<file path="config.mk">
export PLATFORM = sky130hd
export DESIGN_NAME = uart_tx_stream_flat
export DESIGN_NICKNAME = d
export VERILOG_FILES = /design/src/rtl/uart_tx_stream_if.sv /design/src/rtl/uart_tx_stream.sv /design/src/flat_wrapper.sv
export SDC_FILE = /design/constraint.sdc
export NUM_CORES = 1
export LEC_CHECK = 0
export CORE_UTILIZATION = 45
export CTS_CLUSTER_SIZE = 12
export DETAILED_ROUTE_END_ITERATION = 8
export PLACE_DENSITY = 0.71
export REMOVE_ABC_BUFFERS = 1
export SKIP_CTS_REPAIR_TIMING = 1
export SLEW_MARGIN = 20
export SYNTH_ARGS = -nofsm -noshare
export SYNTH_HDL_FRONTEND = slang
export SYNTH_SLANG_ARGS = --single-unit
</file>
<file path="constraint.sdc">
create_clock -name clk -period 1.35 [get_ports clk]
set_input_delay 0.27 -clock clk [delete_from_list [all_inputs] [get_ports clk]]
set_output_delay 0.27 -clock clk [all_outputs]
set_load 0.03 [all_outputs]
</file>
<file path="src/rtl/uart_tx_stream_if.sv">
// Byte-stream handshake plus serial line between the FIFO side and the UART
// transmitter. Handshake: a byte moves on a rising clk edge where i_en (valid,
// driven by the producer) and i_rdy (ready, driven by the transmitter) are both
// high; i_rdy never depends on i_en, and i_data is only looked at on that edge.
interface uart_tx_stream_if;
  logic       i_en;
  logic [7:0] i_data;
  logic       i_rdy;
  logic       o_tx;
  logic       o_busy;
  logic [2:0] o_state;

  modport master (
    output i_en, i_data,
    input  i_rdy, o_tx, o_busy, o_state
  );

  modport slave (
    input  i_en, i_data,
    output i_rdy, o_tx, o_busy, o_state
  );
endinterface

</file>
<file path="src/rtl/uart_tx_stream.sv">
// UART transmitter: pops one byte per frame from a valid/ready stream and sends
// start bit, 8 data bits LSB first, optional parity and 1 or 2 stop bits.
// o_state exposes the FSM state for debug visibility.
module uart_tx_stream #(
  parameter int CLK_DIV   = 434,
  parameter int PARITY    = 0,
  parameter int STOP_BITS = 1
) (
  input logic            clk,
  input logic            rst,
  uart_tx_stream_if.slave bus
);

  localparam int CW = (CLK_DIV > 1) ? $clog2(CLK_DIV) : 1;
  localparam logic [CW-1:0] CNT_LAST = CW'(CLK_DIV - 1);
  localparam logic STOP_LAST = 1'(STOP_BITS - 1);

  // Refuse to elaborate with unsupported parameter values.
  if (CLK_DIV < 2 || PARITY < 0 || PARITY > 2 || (STOP_BITS != 1 && STOP_BITS != 2)) begin : g_bad_params
    $error("uart_tx_stream: illegal CLK_DIV/PARITY/STOP_BITS");
  end

  typedef enum logic [2:0] {
    S_IDLE   = 3'd0,
    S_START  = 3'd1,
    S_DATA   = 3'd2,
    S_PARITY = 3'd3,
    S_STOP   = 3'd4
  } state_e;

  state_e          state_q, state_d;
  logic [CW-1:0]   cnt_q, cnt_d;
  logic [2:0]      bit_q, bit_d;
  logic            stop_q, stop_d;
  logic [7:0]      shift_q, shift_d;
  logic            par_q, par_d;
  logic            tx_q, tx_d;
  logic            rdy;
  logic            busy;
  logic            tick;
  logic            accept;

  assign tick   = (cnt_q == CNT_LAST);
  assign accept = bus.i_en & rdy;

  // State register and registered datapath (o_tx is a flop, mark on reset).
  always_ff @(posedge clk) begin
    if (rst) begin
      state_q <= S_IDLE;
      cnt_q   <= '0;
      bit_q   <= '0;
      stop_q  <= 1'b0;
      shift_q <= '0;
      par_q   <= 1'b0;
      tx_q    <= 1'b1;
    end else begin
      state_q <= state_d;
      cnt_q   <= cnt_d;
      bit_q   <= bit_d;
      stop_q  <= stop_d;
      shift_q <= shift_d;
      par_q   <= par_d;
      tx_q    <= tx_d;
    end
  end

  // Next state: advance one bit every CLK_DIV cycles; the line value for the
  // next bit is decided on the same edge the state changes.
  always_comb begin
    state_d = state_q;
    cnt_d   = cnt_q;
    bit_d   = bit_q;
    stop_d  = stop_q;
    shift_d = shift_q;
    par_d   = par_q;
    tx_d    = tx_q;
    if (state_q != S_IDLE) begin
      cnt_d = tick ? '0 : cnt_q + 1'b1;
    end
    unique case (state_q)
      S_IDLE: begin
        tx_d  = 1'b1;
        cnt_d = '0;
        if (accept) begin
          state_d = S_START;
          tx_d    = 1'b0;
          shift_d = bus.i_data;
          par_d   = (PARITY == 1) ? ~^bus.i_data : ^bus.i_data;
          bit_d   = '0;
          stop_d  = 1'b0;
        end
      end
      S_START: begin
        if (tick) begin
          state_d = S_DATA;
          tx_d    = shift_q[0];
        end
      end
      S_DATA: begin
        if (tick) begin
          bit_d   = bit_q + 3'd1;
          shift_d = {1'b0, shift_q[7:1]};
          if (bit_q == 3'd7) begin
            if (PARITY != 0) begin
              state_d = S_PARITY;
              tx_d    = par_q;
            end else begin
              state_d = S_STOP;
              tx_d    = 1'b1;
            end
          end else begin
            tx_d = shift_q[1];
          end
        end
      end
      S_PARITY: begin
        if (tick) begin
          state_d = S_STOP;
          tx_d    = 1'b1;
        end
      end
      S_STOP: begin
        tx_d = 1'b1;
        if (tick) begin
          if (stop_q == STOP_LAST) begin
            state_d = S_IDLE;
            stop_d  = 1'b0;
          end else begin
            stop_d = ~stop_q;
          end
        end
      end
      default: begin
        state_d = S_IDLE;
        tx_d    = 1'b1;
      end
    endcase
  end

  // Outputs decoded from the state register; ready is forced low during reset.
  always_comb begin
    rdy  = (state_q == S_IDLE) && !rst;
    busy = (state_q != S_IDLE);
  end

  assign bus.i_rdy   = rdy;
  assign bus.o_busy  = busy;
  assign bus.o_tx    = tx_q;
  assign bus.o_state = state_q;

endmodule

</file>
<file path="src/flat_wrapper.sv">
// flat-port wrapper written by rule: the top's interface ports become plain ports
module uart_tx_stream_flat 
#(
  parameter int CLK_DIV   = 434,
  parameter int PARITY    = 0,
  parameter int STOP_BITS = 1
)
  (clk, rst, bus_i_en, bus_i_data, bus_i_rdy, bus_o_tx, bus_o_busy, bus_o_state);
  uart_tx_stream_if bus_i ();
  input logic clk;
  input logic rst;
  input wire logic [$bits(bus_i.i_en)-1:0] bus_i_en;
  input wire logic [$bits(bus_i.i_data)-1:0] bus_i_data;
  output wire logic [$bits(bus_i.i_rdy)-1:0] bus_i_rdy;
  output wire logic [$bits(bus_i.o_tx)-1:0] bus_o_tx;
  output wire logic [$bits(bus_i.o_busy)-1:0] bus_o_busy;
  output wire logic [$bits(bus_i.o_state)-1:0] bus_o_state;
  assign bus_i.i_en = bus_i_en;
  assign bus_i.i_data = bus_i_data;
  assign bus_i_rdy = bus_i.i_rdy;
  assign bus_o_tx = bus_i.o_tx;
  assign bus_o_busy = bus_i.o_busy;
  assign bus_o_state = bus_i.o_state;
  uart_tx_stream #(.CLK_DIV(CLK_DIV), .PARITY(PARITY), .STOP_BITS(STOP_BITS)) u_core (.clk(clk), .rst(rst), .bus(bus_i));
endmodule
</file>
---- Yosys cells after proc, flatten, opt, wreduce, memory -nomap -nowiden ----
Cells that the tools add are included.
cells by class
  $add $sub $neg .......................... 2
  bitwise operators ....................... 2
  muxes and demuxes ....................... 25
  equality and inequality tests ........... 13
  reduce and logical (&&, ||, !) cells .... 11
operators by type and width
  cell                 count
  $mux 3               9
  $mux 8               2
  $pmux 8 s2           1
  $pmux 3 s5           1
  $ne 2x1->1 const B   6
  $add 9x1->9 const B  1
  $eq 9x9->1 const B   1
  $mux 9               1
  $reduce_and 3->1     3
  $mux 1               8
  $reduce_and 7->1     1
  $eq 3x2->1 const B   2
  $eq 3x3->1 const B   2
  $pmux 3 s2           1
  $pmux 1 s4           1
  $reduce_bool 2->1    2
  $add 3x1->3 const B  1
  $eq 3x1->1 const B   1
  $logic_not 3->1      1
  $reduce_bool 3->1    1
  $ne 2x2->1 const B   1
  $pmux 1 s2           1
  $reduce_or 2->1      1
  $and 1x1->1          1
  3 further kinds      3
word-level totals
  output and inout bits ................... 6
  bits in registers ....................... 25
  bits of input ports ..................... 11
  word-level logic and storage cells ...... 59

---- Logic depth before layout (Yosys ltp) ----
Gate-level depths: netlist of the first run.
  word-level depth ........................ 5
  depth in mapped cells ................... 7
  mapped depth without buffers ............ 6

---- Worst setup path before layout of the first run ----
No wires, ideal clock.
  path kind ............................... register to output
  start point ............................. register u_core.state_q[0], in the netlist u_core.bus.o_state[0]
  end point ............................... output bus_i_rdy
  path slack .............................. -0.555 ns
  cell stages (with the launch flop) ...... 4
  required time ........................... 1.080 ns
  arrival ................................. 1.635 ns
  path buffers ............................ 1
  cells stage by stage .................... dfxtp_1 -> clkbuf_1 -> or3_1 -> nor2_1
on the way
  word-level cells in the longest chain between the ends .. 2
ends and longest elaborated chain
  element                   RTL line               text
  start: declaration        uart_tx_stream.sv:31   state_e state_q, state_d;
  start signal: assignment  uart_tx_stream.sv:57   state_q <= state_d;
  $logic_not 3->1           uart_tx_stream.sv:142  rdy = (state_q == S_IDLE) && !rst;
  $logic_and 1x1->1         uart_tx_stream.sv:142
  end: declaration          flat_wrapper.sv:14     output wire logic [$bits(bus_i.i_rdy)-1:0] bus_i_rdy;
Every way passes these cells.

---- Worst setup path in the final report of the first run ----
  start point ............................. register u_core.state_q[1], in the netlist u_core.bus.o_state[1]
  end point ............................... output bus_i_rdy
Same word-level chain as after synthesis.

==> results of run 1 <==
==> registers in the layout (all words and copies together), names as in the netlist <==
register,cells
u_core.bus.o_state,3
u_core.shift_q,8
u_core.bus.o_tx,1
u_core.cnt_q,9
u_core.bit_q,3
==> metrics by stage <==
step	cells	utilization (%)
2_1_floorplan	125	-
3_3_place_gp	197	62.0
3_5_place_dp	197	62.0
4_1_cts	200	62.9
5_1_grt	205	68.3
6_report	205	68.3
==> tightest hold or removal path: stages (launching register included) <==
cell	delay, ns
dfxtp_1	0.34
o21ai_2	0.05
a21oi_1	0.05
==> layer usage <==
layer  share of wire, %  vias to the layer above  global-route usage [%]  routed length (um)
li1                   -                      562                       -                   -
met1                 46                      545                    25.1                1270
met2                 51                       16                    35.2                1410
met3                2.2                        5                    2.59                  60
met4                1.3                        0                    7.89                  37
met5                  0                        -                       0                   0
==> layout make-up <==
class | instances | area (um2)
Inverter | 1 | 3.75
Clock buffer | 3 | 22.5
Sequential cell | 24 | 493
Multi-Input combinational cell | 100 | 726
Tap cell | 30 | 37.5
Timing Repair Buffer | 47 | 410
Fill cell | 192 | 785
==> final timing paths <==
path,start,endpoint,depth (start not counted)
max,u_core.bus.o_state[1]$_SDFFE_PP0P_,bus_i_rdy,3
min,u_core.bit_q[1]$_SDFFE_PP0P_,u_core.bit_q[1]$_SDFFE_PP0P_,2
max reg2reg,u_core.cnt_q[1]$_SDFFE_PP0P_,u_core.bus.o_state[2]$_SDFFE_PP0P_,6
min reg2reg,u_core.bit_q[1]$_SDFFE_PP0P_,u_core.bit_q[1]$_SDFFE_PP0P_,2
==> synthesized netlist by cell type (2+ instances only) <==
| cell | n |
|---|---|
| dfxtp_1 | 24 |
| nor2_1 | 18 |
| a21oi_1 | 11 |
| mux2i_1 | 9 |
| a211oi_1 | 8 |
| nor3_1 | 7 |
| o21ai_0 | 7 |
| xnor2_1 | 7 |
| clkbuf_1 | 6 |
| ha_1 | 4 |
| nand2_1 | 4 |
| nand4_1 | 4 |
| nand3b_1 | 3 |
| nor3b_1 | 3 |
| buf_2 | 2 |
| nand2b_1 | 2 |
| nand3_1 | 2 |
| o31ai_1 | 2 |
==> power by group <==
group          internal [uW]  switching (uW)
logic                    121             118
registers                730            14.5
clock network            104             200
total                    955             333
==> kinds of logic (layout without fill, tap and decap cells) <==
logic type	count (synthesis)	in the layout	synth area share (%)
xor gates and xnor gates	7	7	5.21
buffers and inverters	9	51	3.08
and+or+nand+nor	50	50	23.6
muxes	9	9	7.66
DFF	24	24	40.9
AOI/OAI and AO/OA	30	30	15.3
adders and majority gates	4	4	4.26
==> Flow_metrics.wiki, run 1 <==
{| class="wikitable"
! Metric !! Value
|-
| Status || finished, violations left
|-
| Failing checks || setup timing
|-
| Longest Clk Path Bufs || 2
|-
| Cell types occupying the most area after synthesis || dfxtp_1 (41%), mux2i_1 (7.7%), nor2_1 (5.7%)
|-
| Critical path type || reg2out
|-
| Worst setup margin || -0.214 ns
|-
| Post-synthesis cell count || 133
|-
| Source-to-sink clock delay at the later pin of the worst-skew pair || 0.30 ns
|-
| Period minus WS final || 1.56 ns
|-
| Mapped Area || 1180 um2
|-
| Flip-flop and latch count after synthesis || 24
|-
| Overflow left after global routing || 0
|-
| Routability cong. || 0.758
|-
| Static leakage || 0.000628 uW
|-
| Clk pin slew, worst setup/hold paths || 0.12 ns
|-
| Mean instance size in the synthesized netlist || 8.84 um2
|-
| Total clock buffers created by CTS || 3
|-
| Largest vdd supply drop || 0.671 mV
|-
| Post-DR vias/cell || 5.50
|-
| Post-placement setup slack || -0.352 ns
|-
| Length of the first detailed-routing pass in iterations || 4
|-
| Total track usage || 20.3%
|-
| Core outline area || 2480 um2
|-
| Dominant synthesized flop cell || dfxtp_1
|-
| Number of max-slew violations in the final report || 0
|-
| Commonest non-fill, non-tap cell in the layout || buf_4
|-
| Area overhead of the layout relative to synthesis || 43.9%
|-
| Post-layout nets || 192
|-
| Share of the synthesized area in the top cell type || 40.9%
|-
| Number of flops mapped to enable cells by yosys || 0
|-
| Number of antenna violations at the first check in global routing || 0
|-
| Leading cell types in the layout, fill and taps excluded || buf_4 (31), dfxtp_1 (18), nor2_1 (17)
|-
| Pwr Density || 761 nW/um2
|-
| Vias in the first global route || 989
|-
| TritonCTS clock tree || done
|-
| Global-route wire length before repair || 4.20 mm
|-
| Type of the most critical hold path || reg2reg
|-
| Delay contributed by the slowest stage of the critical path || 0.37 ns
|-
| Final total power || 1290 uW
|-
| Number of distinct library cells after synthesis || 28
|-
| Clock sinks || 24
|-
| Total non-filler cell area in the finished layout || 1690 um2
|-
| Library cell occupying the most area in the post-synthesis netlist || dfxtp_1
|-
| Number of vias in the routed layout || 1128
|-
| Starting Density || 47.5%
|-
| Register area share after synthesis || 40.9%
|-
| Sort of element at the end of the critical path || output pin
|-
| Final Hold Violating Endpoints || 0
|-
| Largest net degree at the start of global routing || 20
|-
| Period utilisation layout || 116%
|-
| Boundary pin count || 17
|-
| Worst relative slew slack || 78.9%
|-
| Kind of cell with the highest combined delay on the critical path || simple AND/OR/NAND/NOR gates
|-
| Asr flop ratio synth || 0%
|-
| Fmax || 639 MHz
|-
| Cell-by-cell trace of the critical path || or3_4 -> nor2_2 -> buf_6
|-
| Routed length per placed instance || 13.6 um
|-
| Violation count after the first detailed-routing iteration || 7
|-
| Peak fanout along the critical path || 3
|-
| Die outline area || 2820 um2
|-
| Placement row count || 18
|-
| Root Buffer Master || clkbuf_4
|-
| Remaining antenna violation count after routing || 0
|-
| Overall die height || 53.1 um
|-
| Final-layout setup total negative slack || -1.68 ns
|-
| Die width || 53.1 um
|-
| Number of design rule violations left after detail routing || 0
|-
| Setup repair after global routing missed its margin || yes
|-
| Buffering stage count on the worst path with inverters included || 1
|-
| Data arrival time of the critical path || 1.29 ns
|-
| Tightest hold margin || 0.478 ns
|-
| Least-Margin Pin Slew || 0.316 ns
|-
| Number of max-capacitance violations reported || 0
|-
| Placed instance area || 1540 um2
|-
| Clock skew after layout || 0.00233 ns
|-
| Antenna diodes || 0
|-
| Required time worst endpoint || 1.08 ns
|-
| Post-Route WL || 2.78 mm
|-
| Slowest cell on the critical path || or3_4
|-
| Fraction of final layout cells with drive strength greater than 1 || 34.3%
|-
| Count of warnings emitted by yosys || 0
|-
| Flop2flop setup slack || -0.19 ns
|-
| Maximum level of the CTS H-tree || 1
|-
| Crit path launch type || register
|-
| Buffers added on ports || 16
|-
| HPWL after detailed placement || 1.87 mm
|-
| Setup violations, final || 22
|}
Note: power is estimated with default switching activity, not from simulation.
==> inputs of run 2 (changes only) <==
--- a/config.mk
+++ b/config.mk
@@ -12,4 +12,5 @@
 export REMOVE_ABC_BUFFERS = 1
 export SKIP_CTS_REPAIR_TIMING = 1
+export SKIP_LAST_GASP = 1
 export SLEW_MARGIN = 20
 export SYNTH_ARGS = -nofsm -noshare
==> constraint.sdc (replaced) <==
create_clock -name clk -period 1.3 [get_ports clk]
set_input_delay 0.26 -clock clk [delete_from_list [all_inputs] [get_ports clk]]
set_output_delay 0.26 -clock clk [all_outputs]
set_load 0.02 [all_outputs]
==> Flow_metrics.wiki, run 2 (synthesis results as in run 1) <==
{| class="wikitable"
! Metric !! Value
|-
| Status || finished, violations left (unchanged)
|-
| Failing checks || setup timing (unchanged)
|-
| Vias in the first global route || 986 (was 989)
|-
| Fmax || 644 MHz
|-
| Post-Route WL || 2.79 mm (was 2.78 mm)
|-
| Post-placement cell count || 197 (unchanged)
|-
| Most flops, register || u_core.cnt_q (unchanged)
|-
| Leading cell types in the layout, fill and taps excluded || buf_4 (25), dfxtp_1 (18), nor2_1 (16) (was buf_4 (31), dfxtp_1 (18), nor2_1 (17))
|-
| Sort of element at the end of the critical path || output pin (unchanged)
|-
| Number of vias in the routed layout || 1109 (was 1128)
|-
| Violation count after the first detailed-routing iteration || 22 (was 7)
|-
| Non-filler cells in the finished layout || 202 (was 205)
|-
| Fraction of final layout cells with drive strength greater than 1 || 41.9% (was 34.3%)
|-
| Crit path launch type || register (unchanged)
|-
| Setup repair after global routing missed its margin || yes (unchanged)
|-
| Die outline area || 2820 um2 (unchanged)
|-
| Required time worst endpoint || 1.04 ns (was 1.08 ns)
|-
| Overflow left after global routing || 0 (unchanged)
|-
| Length of the first detailed-routing pass in iterations || 4 (unchanged)
|-
| Die width || 53.1 um (unchanged)
|-
| Largest vdd supply drop || 0.600 mV (was 0.671 mV)
|-
| Root Buffer Master || clkbuf_4 (unchanged)
|-
| Max reg flops || 9 (unchanged)
|-
| Remaining antenna violation count after routing || 0 (unchanged)
|-
| Number of antenna violations at the first check in global routing || 0 (unchanged)
|-
| Period utilisation layout || 120%
|-
| Static leakage || 0.000619 uW (was 0.000628 uW)
|-
| Number of design rule violations left after detail routing || 0 (unchanged)
|-
| Overall die height || 53.1 um (unchanged)
|-
| Commonest non-fill, non-tap cell in the layout || buf_4 (unchanged)
|-
| Least-Margin Pin Slew || 0.286 ns (was 0.316 ns)
|-
| Number of max-slew violations in the final report || 0 (unchanged)
|-
| Global-route wire length before repair || 4.24 mm (was 4.20 mm)
|-
| Total clock buffers created by CTS || 3 (unchanged)
|-
| Post-layout nets || 189 (was 192)
|-
| Placement row count || 18 (unchanged)
|-
| Largest net degree at the start of global routing || 24 (was 20)
|-
| Routed length per placed instance || 13.8 um (was 13.6 um)
|-
| Source-to-sink clock delay at the later pin of the worst-skew pair || 0.31 ns (was 0.30 ns)
|-
| Total track usage || 20.6% (was 20.3%)
|-
| TritonCTS clock tree || done (unchanged)
|-
| Post-placement setup slack || -0.427 ns (was -0.352 ns)
|-
| Total non-filler cell area in the finished layout || 1740 um2 (was 1690 um2)
|-
| Peak fanout along the critical path || 2 (was 3)
|-
| Data arrival time of the critical path || 1.29 ns (about the same)
|-
| Critical path type || reg2out (unchanged)
|-
| Worst setup margin || -0.254 ns (was -0.214 ns)
|-
| Final Hold Violating Endpoints || 0 (unchanged)
|-
| Post-DR vias/cell || 5.49 (was 5.50)
|-
| Routability cong. || 0.761 (was 0.758)
|-
| Starting Density || 47.5% (unchanged)
|-
| Placed instance area || 1550 um2 (was 1540 um2)
|-
| Area overhead of the layout relative to synthesis || 47.9% (was 43.9%)
|-
| Period minus WS final || 1.55 ns
|-
| Delay contributed by the slowest stage of the critical path || 0.38 ns (was 0.37 ns)
|-
| Buffers added on ports || 16 (unchanged)
|-
| HPWL after detailed placement || 1.85 mm (was 1.87 mm)
|-
| Slowest cell on the critical path || or3_4 (unchanged)
|-
| Boundary pin count || 17 (unchanged)
|-
| Number of max-capacitance violations reported || 0 (unchanged)
|-
| Clock skew after layout || 0.00702 ns (was 0.00233 ns)
|-
| Longest Clk Path Bufs || 2 (unchanged)
|-
| Top cell by count, worst path || buf_6
|-
| Type of the most critical hold path || reg2reg (unchanged)
|-
| Antenna diodes || 0 (unchanged)
|-
| Maximum level of the CTS H-tree || 1 (unchanged)
|-
| Setup violations, final || 26 (was 22)
|-
| Pwr Density || 782 nW/um2 (was 761 nW/um2)
|-
| Worst relative slew slack || 80.9% (was 78.9%)
|-
| Clock sinks || 24 (unchanged)
|-
| Clk pin slew, worst setup/hold paths || 0.13 ns (was 0.12 ns)
|-
| Cell-by-cell trace of the critical path || or3_4 -> buf_6 -> buf_6 (was or3_4 -> nor2_2 -> buf_6)
|-
| Core outline area || 2480 um2 (unchanged)
|-
| Largest registers || u_core.cnt_q: 9 flops, u_core.shift_q: 8 flops (unchanged)
|}
==> run 2: metal layers <==
metal	track usage (%)	routed length, um
met5	0	0
met4	9.21	40
met3	2.59	73
met2	34.4	1400
met1	26.2	1280
==> run 2: where the power goes <==
group	internal (uW)	switching, uW	total (uW)
clock network	108	218	327
logic	133	122	254
registers	762	16.0	778
==> run 2: final timing paths <==
path	to	slack, ns	depth (start not counted)	start
min reg2reg	u_core.bit_q[2]$_SDFFE_PP0P_	0.48	2	u_core.bit_q[2]$_SDFFE_PP0P_
max reg2reg	u_core.bus.o_state[2]$_SDFFE_PP0P_	-0.25	6	u_core.cnt_q[1]$_SDFFE_PP0P_
max	bus_o_busy	-0.25	3	u_core.bus.o_state[1]$_SDFFE_PP0P_
min	u_core.bit_q[2]$_SDFFE_PP0P_	0.48	2	u_core.bit_q[2]$_SDFFE_PP0P_
==> run 2: worst max-delay path, delay by kind of cell, from the launching register on <==
kind,cells,cell delay [ns]
and+or+nand+nor,1,0.38
DFF,1,0.36
buffers and inverters,2,0.25
==> run 2: final cells by class <==
cell class | instances | area [um2]
Fill cell | 189 | 738
Clock buffer | 3 | 22.5
Sequential cell | 24 | 488
Timing Repair Buffer | 44 | 397
Tap cell | 30 | 37.5
Multi-Input combinational cell | 100 | 791
Inverter | 1 | 3.75
==> run 2: per-stage QoR <==
| step | utilization (%) | hold WS (ns) | power (uW) | setup TNS, ns |
|---|---|---|---|---|
| 2_1_floorplan | - | 0.329 | 886 | -7.89 |
| 3_3_place_gp | 62.5 | 0.468 | 1000 | -6.10 |
| 3_5_place_dp | 62.5 | 0.484 | 1010 | -6.85 |
| 4_1_cts | 63.4 | 0.507 | 1330 | -7.86 |
| 5_1_grt | 70.2 | 0.499 | 1420 | -4.70 |
| 6_report | 70.2 | 0.482 | 1360 | -2.95 |
